File: config.mk
export PLATFORM = sky130hd
export DESIGN_NAME = key_conditioner
export DESIGN_NICKNAME = d
export VERILOG_FILES = /design/src/rtl/key_conditioner_pkg.sv /design/src/rtl/key_conditioner_lane.sv /design/src/rtl/key_conditioner.sv
export SDC_FILE = /design/constraint.sdc
export NUM_CORES = 1
export LEC_CHECK = 0
export BUFFER_PORTS_ARGS = -buffer_cell sky130_fd_sc_hd__buf_2
export CORE_ASPECT_RATIO = 2
export CORE_MARGIN = 2
export CORE_UTILIZATION = 54
export DETAILED_ROUTE_END_ITERATION = 12
export GPL_ROUTABILITY_DRIVEN = 0
export PLACE_DENSITY = 0.76
export RECOVER_POWER = 25
export SLEW_MARGIN = 5
export SYNTH_ARGS = -nofsm -noshare
export SYNTH_HDL_FRONTEND = slang
export SYNTH_HIERARCHICAL = 1
export SYNTH_SLANG_ARGS = --single-unit
export TNS_END_PERCENT = 5
File: constraint.sdc
create_clock -name clk -period 2.2 [get_ports clk]
set_input_delay 0.55 -clock clk [delete_from_list [all_inputs] [get_ports clk]]
set_output_delay 0.55 -clock clk [all_outputs]
set_load 0.05 [all_outputs]
File: src/rtl/key_conditioner_pkg.sv
// key_conditioner_pkg
//   Shared definitions for the key conditioner: the per-lane debounce state
//   encoding and the derivation of the 1 ms tick divider from the clock rate.
package key_conditioner_pkg;

    typedef enum logic [1:0] {
        IDLE         = 2'd0,
        PRESS_WAIT   = 2'd1,
        HELD         = 2'd2,
        RELEASE_WAIT = 2'd3
    } lane_state_t;

    // Clock cycles per 1 ms tick.
    function automatic int tick_div(input int clk_hz);
        return clk_hz / 1000;
    endfunction

endpackage

File: src/rtl/key_conditioner_lane.sv
// key_conditioner_lane
//   One key lane: two-flop synchronizer, debounce FSM, debounce counter,
//   long-press timer and registered level/event outputs.
//   Ports:
//     clk, rst_n     - system clock, asynchronous active-low reset
//     key            - raw active-low button, asynchronous to clk
//     tick           - shared 1 ms strobe from the prescaler
//     pressed        - debounced level, 1 = held
//     press_pulse    - one-cycle strobe on accepted press
//     release_pulse  - one-cycle strobe on accepted release
//     long_pulse     - one-cycle strobe once per press after the long hold
module key_conditioner_lane
    import key_conditioner_pkg::*;
#(
    parameter int DEBOUNCE_MS = 10,
    parameter int LONG_MS     = 1000
) (
    input  logic clk,
    input  logic rst_n,
    input  logic key,
    input  logic tick,
    output logic pressed,
    output logic press_pulse,
    output logic release_pulse,
    output logic long_pulse
);

    localparam int DB_W   = (DEBOUNCE_MS > 1) ? $clog2(DEBOUNCE_MS) : 1;
    localparam int LONG_W = (LONG_MS > 1) ? $clog2(LONG_MS) : 1;
    localparam logic [DB_W-1:0]   DB_LAST   = DB_W'(DEBOUNCE_MS - 1);
    localparam logic [LONG_W-1:0] LONG_LAST = LONG_W'(LONG_MS - 1);

    logic              sync_p0, sync_p1;
    logic              raw_p;
    lane_state_t       state, state_nxt;
    logic [DB_W-1:0]   db_cnt, db_cnt_nxt;
    logic [LONG_W-1:0] long_cnt, long_cnt_nxt;
    logic              long_done, long_done_nxt;
    logic              pressed_nxt, press_nxt, release_nxt, long_nxt;

    // Synchronizer stage: flops idle at 1 so reset looks like "released".
    always_ff @(posedge clk or negedge rst_n) begin
        if (!rst_n) begin
            sync_p0 <= 1'b1;
            sync_p1 <= 1'b1;
        end else begin
            sync_p0 <= key;
            sync_p1 <= sync_p0;
        end
    end

    assign raw_p = ~sync_p1;

    // FSM / counter / output register stage.
    always_ff @(posedge clk or negedge rst_n) begin
        if (!rst_n) begin
            state         <= IDLE;
            db_cnt        <= '0;
            long_cnt      <= '0;
            long_done     <= 1'b0;
            pressed       <= 1'b0;
            press_pulse   <= 1'b0;
            release_pulse <= 1'b0;
            long_pulse    <= 1'b0;
        end else begin
            state         <= state_nxt;
            db_cnt        <= db_cnt_nxt;
            long_cnt      <= long_cnt_nxt;
            long_done     <= long_done_nxt;
            pressed       <= pressed_nxt;
            press_pulse   <= press_nxt;
            release_pulse <= release_nxt;
            long_pulse    <= long_nxt;
        end
    end

    // A change of raw_p is tested before tick in every state, so a level
    // change always wins over a coincident tick.
    always_comb begin
        state_nxt     = state;
        db_cnt_nxt    = db_cnt;
        long_cnt_nxt  = long_cnt;
        long_done_nxt = long_done;
        pressed_nxt   = pressed;
        press_nxt     = 1'b0;
        release_nxt   = 1'b0;
        long_nxt      = 1'b0;
        case (state)
            IDLE: begin
                if (raw_p) begin
                    state_nxt  = PRESS_WAIT;
                    db_cnt_nxt = '0;
                end
            end
            PRESS_WAIT: begin
                if (!raw_p) begin
                    state_nxt = IDLE;
                end else if (tick) begin
                    if (db_cnt == DB_LAST) begin
                        state_nxt     = HELD;
                        press_nxt     = 1'b1;
                        pressed_nxt   = 1'b1;
                        long_cnt_nxt  = '0;
                        long_done_nxt = 1'b0;
                    end else begin
                        db_cnt_nxt = db_cnt + DB_W'(1);
                    end
                end
            end
            HELD: begin
                if (!raw_p) begin
                    state_nxt  = RELEASE_WAIT;
                    db_cnt_nxt = '0;
                end else if (tick && !long_done) begin
                    // long_done freezes long_cnt so it never wraps.
                    if (long_cnt == LONG_LAST) begin
                        long_nxt      = 1'b1;
                        long_done_nxt = 1'b1;
                    end else begin
                        long_cnt_nxt = long_cnt + LONG_W'(1);
                    end
                end
            end
            RELEASE_WAIT: begin
                // A bounce back to pressed resumes the long timer where it was.
                if (raw_p) begin
                    state_nxt = HELD;
                end else if (tick) begin
                    if (db_cnt == DB_LAST) begin
                        state_nxt   = IDLE;
                        release_nxt = 1'b1;
                        pressed_nxt = 1'b0;
                    end else begin
                        db_cnt_nxt = db_cnt + DB_W'(1);
                    end
                end
            end
            default: state_nxt = IDLE;
        endcase
    end

endmodule

File: src/rtl/key_conditioner.sv
// key_conditioner
//   Push-button front end: a shared 1 ms prescaler feeding N_KEYS independent
//   debounce lanes.
//   Ports:
//     clk, rst_n     - system clock, asynchronous active-low reset
//     KEY            - raw active-low buttons, asynchronous to clk
//     pressed        - debounced level per key, 1 = held
//     press_pulse    - one-cycle strobe per key on accepted press
//     release_pulse  - one-cycle strobe per key on accepted release
//     long_pulse     - one-cycle strobe per key after LONG_MS of hold
module key_conditioner
    import key_conditioner_pkg::*;
#(
    parameter int N_KEYS      = 2,
    parameter int CLK_HZ      = 50_000_000,
    parameter int DEBOUNCE_MS = 10,
    parameter int LONG_MS     = 1000
) (
    input  logic              clk,
    input  logic              rst_n,
    input  logic [N_KEYS-1:0] KEY,
    output logic [N_KEYS-1:0] pressed,
    output logic [N_KEYS-1:0] press_pulse,
    output logic [N_KEYS-1:0] release_pulse,
    output logic [N_KEYS-1:0] long_pulse
);

    localparam int TICK_DIV = tick_div(CLK_HZ);
    localparam int PRE_W    = $clog2(TICK_DIV);
    localparam logic [PRE_W-1:0] PRE_MAX = PRE_W'(TICK_DIV - 1);

    logic [PRE_W-1:0] pre_cnt;
    logic             tick;

    assign tick = (pre_cnt == PRE_MAX);

    // Prescaler stage: wraps to 0 in the cycle after the tick.
    always_ff @(posedge clk or negedge rst_n) begin
        if (!rst_n) begin
            pre_cnt <= '0;
        end else begin
            pre_cnt <= tick ? '0 : pre_cnt + PRE_W'(1);
        end
    end

    for (genvar i = 0; i < N_KEYS; i++) begin : g_lane
        key_conditioner_lane #(
            .DEBOUNCE_MS (DEBOUNCE_MS),
            .LONG_MS     (LONG_MS)
        ) u_lane (
            .clk           (clk),
            .rst_n         (rst_n),
            .key           (KEY[i]),
            .tick          (tick),
            .pressed       (pressed[i]),
            .press_pulse   (press_pulse[i]),
            .release_pulse (release_pulse[i]),
            .long_pulse    (long_pulse[i])
        );
    end

endmodule
Yosys cells after proc, flatten, opt, wreduce, memory -nomap -nowiden
Cells that the tools add are included.
Word-level totals
  bits in registers: 62
Operators by class
  muxes and demuxes: 91
  eq/ne operators: 43
  add/subtract/negate cells: 5
  reductions and logical operators: 20
Operators with widths (number)
  two-way mux 10 bit: 12
  two-way mux 4 bit: 12
  AND reduction 7 bit: 6
  two-way mux 1 bit: 40
  one-hot mux 10 bit (2 select lines): 2
  two-way mux 2 bit: 16
  inequality test 2 x 1 -> 1 bit (second input constant): 16
  one-hot mux 4 bit (4 select lines): 2
  adder 10 x 1 -> 10 bit (second input constant): 2
  equality test 10 bit (second input constant): 2
  adder 16 x 1 -> 16 bit (second input constant): 1
  equality test 16 bit (second input constant): 1
  two-way mux 16 bit: 1
  inequality test 2 bit (second input constant): 8
  one-hot mux 2 bit (4 select lines): 2
  inequality test 3 x 1 -> 1 bit (second input constant): 4
  AND reduction 6 bit: 2
  adder 4 x 1 -> 4 bit (second input constant): 2
  equality test 2 bit (second input constant): 4
  equality test 4 bit (second input constant): 2
  one-hot mux 1 bit (2 select lines): 4
  AND reduction 4 bit: 2
  nonzero test 2 bit: 4
  inequality test 3 x 2 -> 1 bit (second input constant): 2
  other kinds (5): 10

Longest topological paths before layout
  depth after elaboration: 5
  depth in mapped cells: 10

By module
Netlist, hierarchy kept.
Modules (own cells, without submodules)
  key_conditioner_lane at g_lane[0].u_lane: area an instance 1176.1 um^2, times used 1, sequential area each 578.1 um^2, cells each 113
  key_conditioner_lane at g_lane[1].u_lane: area an instance 1122.3 um^2, times used 1, sequential area each 578.1 um^2, cells each 105
  key_conditioner: area an instance 762.0 um^2, times used 1, sequential area each 400.4 um^2, cells each 67

Least setup slack after synthesis
Ideal clock, no wire load.
  path type: reg2reg
  start: register pre_cnt[0]
  end: register g_lane[1].u_lane.long_cnt[4]
  arrival time: 2.188 ns
  data required time: 2.074 ns
  path buffers: 2
  stages on the path, launching flop included: 10
  clock period less this slack: 2.314 ns
  library setup time: 0.126 ns
  slack: -0.114 ns
  path through: dfrtp_1 -> ha_1 -> and3_1 -> buf_2 -> and4_1 -> buf_6 -> nand2_1 -> or4_1 -> o21a_1 -> a221o_1
On the way
  word-level cells in the longest chain between the ends: 4
  elaborated cells on any way between the ends: 5
Ends and longest elaborated chain
  start: declaration: RTL line key_conditioner.sv:32  | logic [PRE_W-1:0] pre_cnt;
  start signal: assignment: RTL line key_conditioner.sv:42  | pre_cnt <= tick ? '0 : pre_cnt + PRE_W'(1);
  equality test 16 bit *: RTL line key_conditioner.sv:35  | assign tick = (pre_cnt == PRE_MAX);
  net tick: RTL line key_conditioner.sv:33  | logic tick;
  logical AND 1 bit: RTL line key_conditioner_lane.sv:114  | end else if (tick && !long_done) begin
  inequality test 2 x 1 -> 1 bit (no line)
  AND reduction 7 bit (no line) *
  end signal: assignment: RTL line key_conditioner_lane.sv:68  | long_cnt <= long_cnt_nxt;
  end: declaration: RTL line key_conditioner_lane.sv:37  | logic [LONG_W-1:0] long_cnt, long_cnt_nxt;
Mark *: on every way through the listed nets, which the timed path passes. The rest lies on a longest branch.
A chain may end at the register's enable or synchronous reset.

Final worst setup path
  start: register pre_cnt[1]
  end: register g_lane[1].u_lane.long_cnt[4]
On the way
  word-level cells in the longest chain between the ends: 4
  elaborated cells on any way between the ends: 5
Ends and longest elaborated chain (RTL line)
  equality test 16 bit *: key_conditioner.sv:35
  logical AND 1 bit: key_conditioner_lane.sv:114
  inequality test 2 x 1 -> 1 bit (no line)
  AND reduction 7 bit (no line) *
Mark *: on every way between the ends. The rest lies on a longest branch, timed or not.

==> impl_results.md <==
* N_diodes at 0
* Synth Instances at 285
* Worst reg2reg endpoint: g_lane[1].u_lane/long_cnt[4]
* Final setup skew at 0.00543 ns
* Post-synthesis compound-gate area fraction at 12.8%
* Top Ports at 12
* Clk_lat worst skew at 0.34 ns
* Max Cap Violations at 0
* Worst Hold End: g_lane[1].u_lane/sync_p0
* Least-Margin Pin Slew at 1.45 ns
* CP Max Fanout at 5
* Detailed-route DRC error count at 0
* VDD IR max at 782 uV
* Layout cells sized above 1 at 23.4%
* Root buffer cell: clkbuf_8
* # setup viols final at 0
* Number of global-route vias before repair at 2399
* Worst hold-check path type: input port to register
* Sequential-to-total area share from yosys stat at 50.9%
* Comb pwr share at 1.5%
* Post-synth cell types at 58
* Syn nets at 296
* Max Buffers Root-to-Sink at 2
* Hold path startpoint: KEY[1]
* Die ar. at 6320 um^2
* Largest net degree at the start of global routing at 63
* Total power at 0.00218 W
* Slowest cell on crit path: or4_4
* Rows at 38
* Antenna viol nets, final at 0
* Via Count at 2286
* Remaining global-route overflow at 0
* Total core area at 5470 um^2
* Psw at 0.000444 W
* Synthesis-stage register bit count at 62
* First-pass GRT wire length at 10400 um
* R2R Setup Slk at 0.09 ns
* Synth Area in Simple Gates at 22.9%
* Post-route setup TNS at 0 ns
* Drt pass-1 iters at 4
* Final net count at 335
* CP startpoint kind: register
* CTS sink count at 62
* Slew Limit Fails at 0
* Buffers on Ports at 11
* Arrival time at the worst endpoint at 2.33 ns
* Worst Setup Path Type: register to register
* Postcts setup bufs at 0
* Top FF cell, synth: dfrtp_1
* Initial Utilization at 56.0%
* Largest family of logic cells by synthesized area: simple AND/OR/NAND/NOR gates
* Clk pwr share at 45.4%
* Reg2reg path depth at 7
* Leakage at 1.70 nW
* Yosys warns at 6
* Post-synth EDFFs at 0
* Fmax at 0.475 GHz
* Die height at 110 um
* Commonest cells after routing, fill and taps aside: dfrtp_1 (58), buf_4 (25), nor2_1 (24), xor2_1 (15), nand2_1 (14)
* TritonCTS clock tree: built
* Overall routing resource usage at 21.2%
* Commonest non-fill, non-tap cell in the layout: dfrtp_1
* Crit path required time at 2.42 ns
* Clk slew on worst S/H paths at 0.06 ns
* Crit path capture type: register
* Sw frac at 20.3%
* Dpl hpwl at 4300 um
* XOR/XNOR share of the synthesized area at 6.01%
* Final worst path period share at 95.7%
* Hold Crit Depth at 1
* Asr flop ratio synth at 100%
* H-tree depth at 3
* Slew Limit Headroom at 3.64%
* Unrepaired setup endpoints after global routing: true
* Mean post-synth cell area at 10.7 um^2
* Internal Power at 0.00174 W
* Die width at 57.2 um
* Vias per cell at 5.88
* TritonCTS Buffers at 9
* Seq pwr share at 53.0%
* Area Overhead vs Synth at 16.4%
* Mux contribution to synthesized area at 1.35%
* Final WL at 5920 um
* Reg2reg start: pre_cnt[1]
* Adder-Cell Fraction of Synth Area at 2.86%
* Status: completed
* CP peak stage delay at 0.42 ns
* Cells along the critical path: ha_2 > and3_1 > and4_4 > nand2_4 > or4_4 > o21a_2 > a221o_1
* Min Tclk post-route at 2.11 ns
* Wire length per cell at 15.2 um
* PwrDens at 613 nW/um^2
* Syn Std Cell Area at 3060 um^2
* Initial DRC Count at 85
* Hold slack at 0.305 ns
* Initial antenna violation count at 0
* Final Hold Vio Count at 0
-- logic make-up after synthesis --
family / Yosys count
AND/OR/NAND/NOR: 116
flip-flops: 62
AO/OA/AOI/OAI: 55
XOR/XNOR: 21
buffers and inverters: 20
adder cells (fa/ha/maj): 7
multiplexers: 4
-- critical path, delay by kind of cell, from the launching register on --
kind	cells	cell delay (ns)
fa+ha+maj	1	0.19
compound gates	2	0.51
simple gates	4	0.93
flops	1	0.36
-- sequential cells by signal (all words and copies together) (netlist names), named ones only --
name,flops
g_lane.u_lane/press_pulse,2
g_lane.u_lane/state,2
g_lane.u_lane/sync_p1,2
g_lane.u_lane/sync_p0,2
g_lane.u_lane/long_cnt,20
g_lane.u_lane/pressed,2
pre_cnt,16
g_lane.u_lane/long_pulse,2
g_lane.u_lane/long_done,2
g_lane.u_lane/release_pulse,2
g_lane.u_lane/db_cnt,8
-- metal layers --
metal / wire (um) / global-route usage, % / vias to the layer above
met1: 2210 / 21.3 / 1116
met5: 0 / 0 / -
met3: 163 / 6.21 / 10
met4: 136 / 9.61 / 0
li1: - / - / 1124
met2: 3400 / 38.4 / 36
-- power by group through the flow --
stage / registers, W / logic [W] / clock network [W]
finish: 0.00116 / 0.0000335 / 0.000992
global route: 0.00116 / 0.0000405 / 0.00107
CTS: 0.00116 / 0.0000397 / 0.00103
detailed placement: 0.00118 / 0.0000395 / 0
global placement: 0.00118 / 0.0000391 / 0
floorplan: 0.00117 / 0.0000145 / 0
-- cell usage after synthesis (all sizes together) (3+ instances only) --
cell,number,share of area (%)
xnor2,6,1.7
ha,7,2.9
nor2b,3,0.61
nand2b,5,1.5
inv,10,1.2
a21o,5,1.2
nor2,24,2.9
nand3,14,2.5
buf,7,1.6
o21a,5,1.2
and3,8,1.7
a31oi,12,2.5
o31ai,3,0.74
nand4,10,2.2
or3,3,0.61
a21oi,7,1.1
nor3,7,1.1
dfstp,4,3.4
nand2,16,2.0
dfrtp,58,47
o211ai,3,0.74
xor2,15,4.3
and2,4,0.90
mux2i,3,0.98
clkbuf,3,0.41
o21ai,4,0.65
a22o,6,1.7
nor4,3,1.3
and4,6,1.9
or4,4,0.98
-- worst max-delay path by stage --
stage	start	to	slack, ns	cells after the start
6_report	pre_cnt[1]	g_lane[1].u_lane/long_cnt[4]	0.09	7
5_1_grt	pre_cnt[0]	g_lane[1].u_lane/long_cnt[4]	-0.003	7
4_1_cts	pre_cnt[1]	g_lane[1].u_lane/long_cnt[4]	0.03	7
3_5_place_dp	pre_cnt[7]	g_lane[0].u_lane/long_cnt[8]	-0.02	7
3_3_place_gp	pre_cnt[7]	g_lane[1].u_lane/long_cnt[7]	0.009	6
2_1_floorplan	pre_cnt[0]	g_lane[1].u_lane/long_cnt[4]	-0.07	9
-- metrics by stage --
| stage | area, um^2 | util, % | setup slack [ns] | cells |
|---|---|---|---|---|
| 2_1_floorplan | 3070 | - | -0.0689 | 285 |
| 3_3_place_gp | 3360 | 61.4 | 0.00918 | 373 |
| 3_5_place_dp | 3360 | 61.4 | -0.0198 | 373 |
| 4_1_cts | 3570 | 65.2 | 0.0341 | 389 |
| 5_1_grt | 3560 | 65.2 | -0.00255 | 389 |
| 6_report | 3560 | 65.2 | 0.0936 | 389 |
-- area by class of cell --
type                       count  area [um^2]
tap                           60         75.1
timing repair buffer          38          259
clock inverter                 3         42.5
multi-input combinational    203         1430
sequential                    62         1560
inverter                      10         37.5
fill                         454         1900
clock buffer                  13          159
-- repair_timing --
| item | in CTS | in global routing |
|---|---|---|
| setup endpoints to repair | 3 | 12 |
| hold buffers | 0 | 0 |
| resized for setup | 2 | 5 |
| pin swaps | 1 | 0 |
Power figures use the tool's default switching activity.
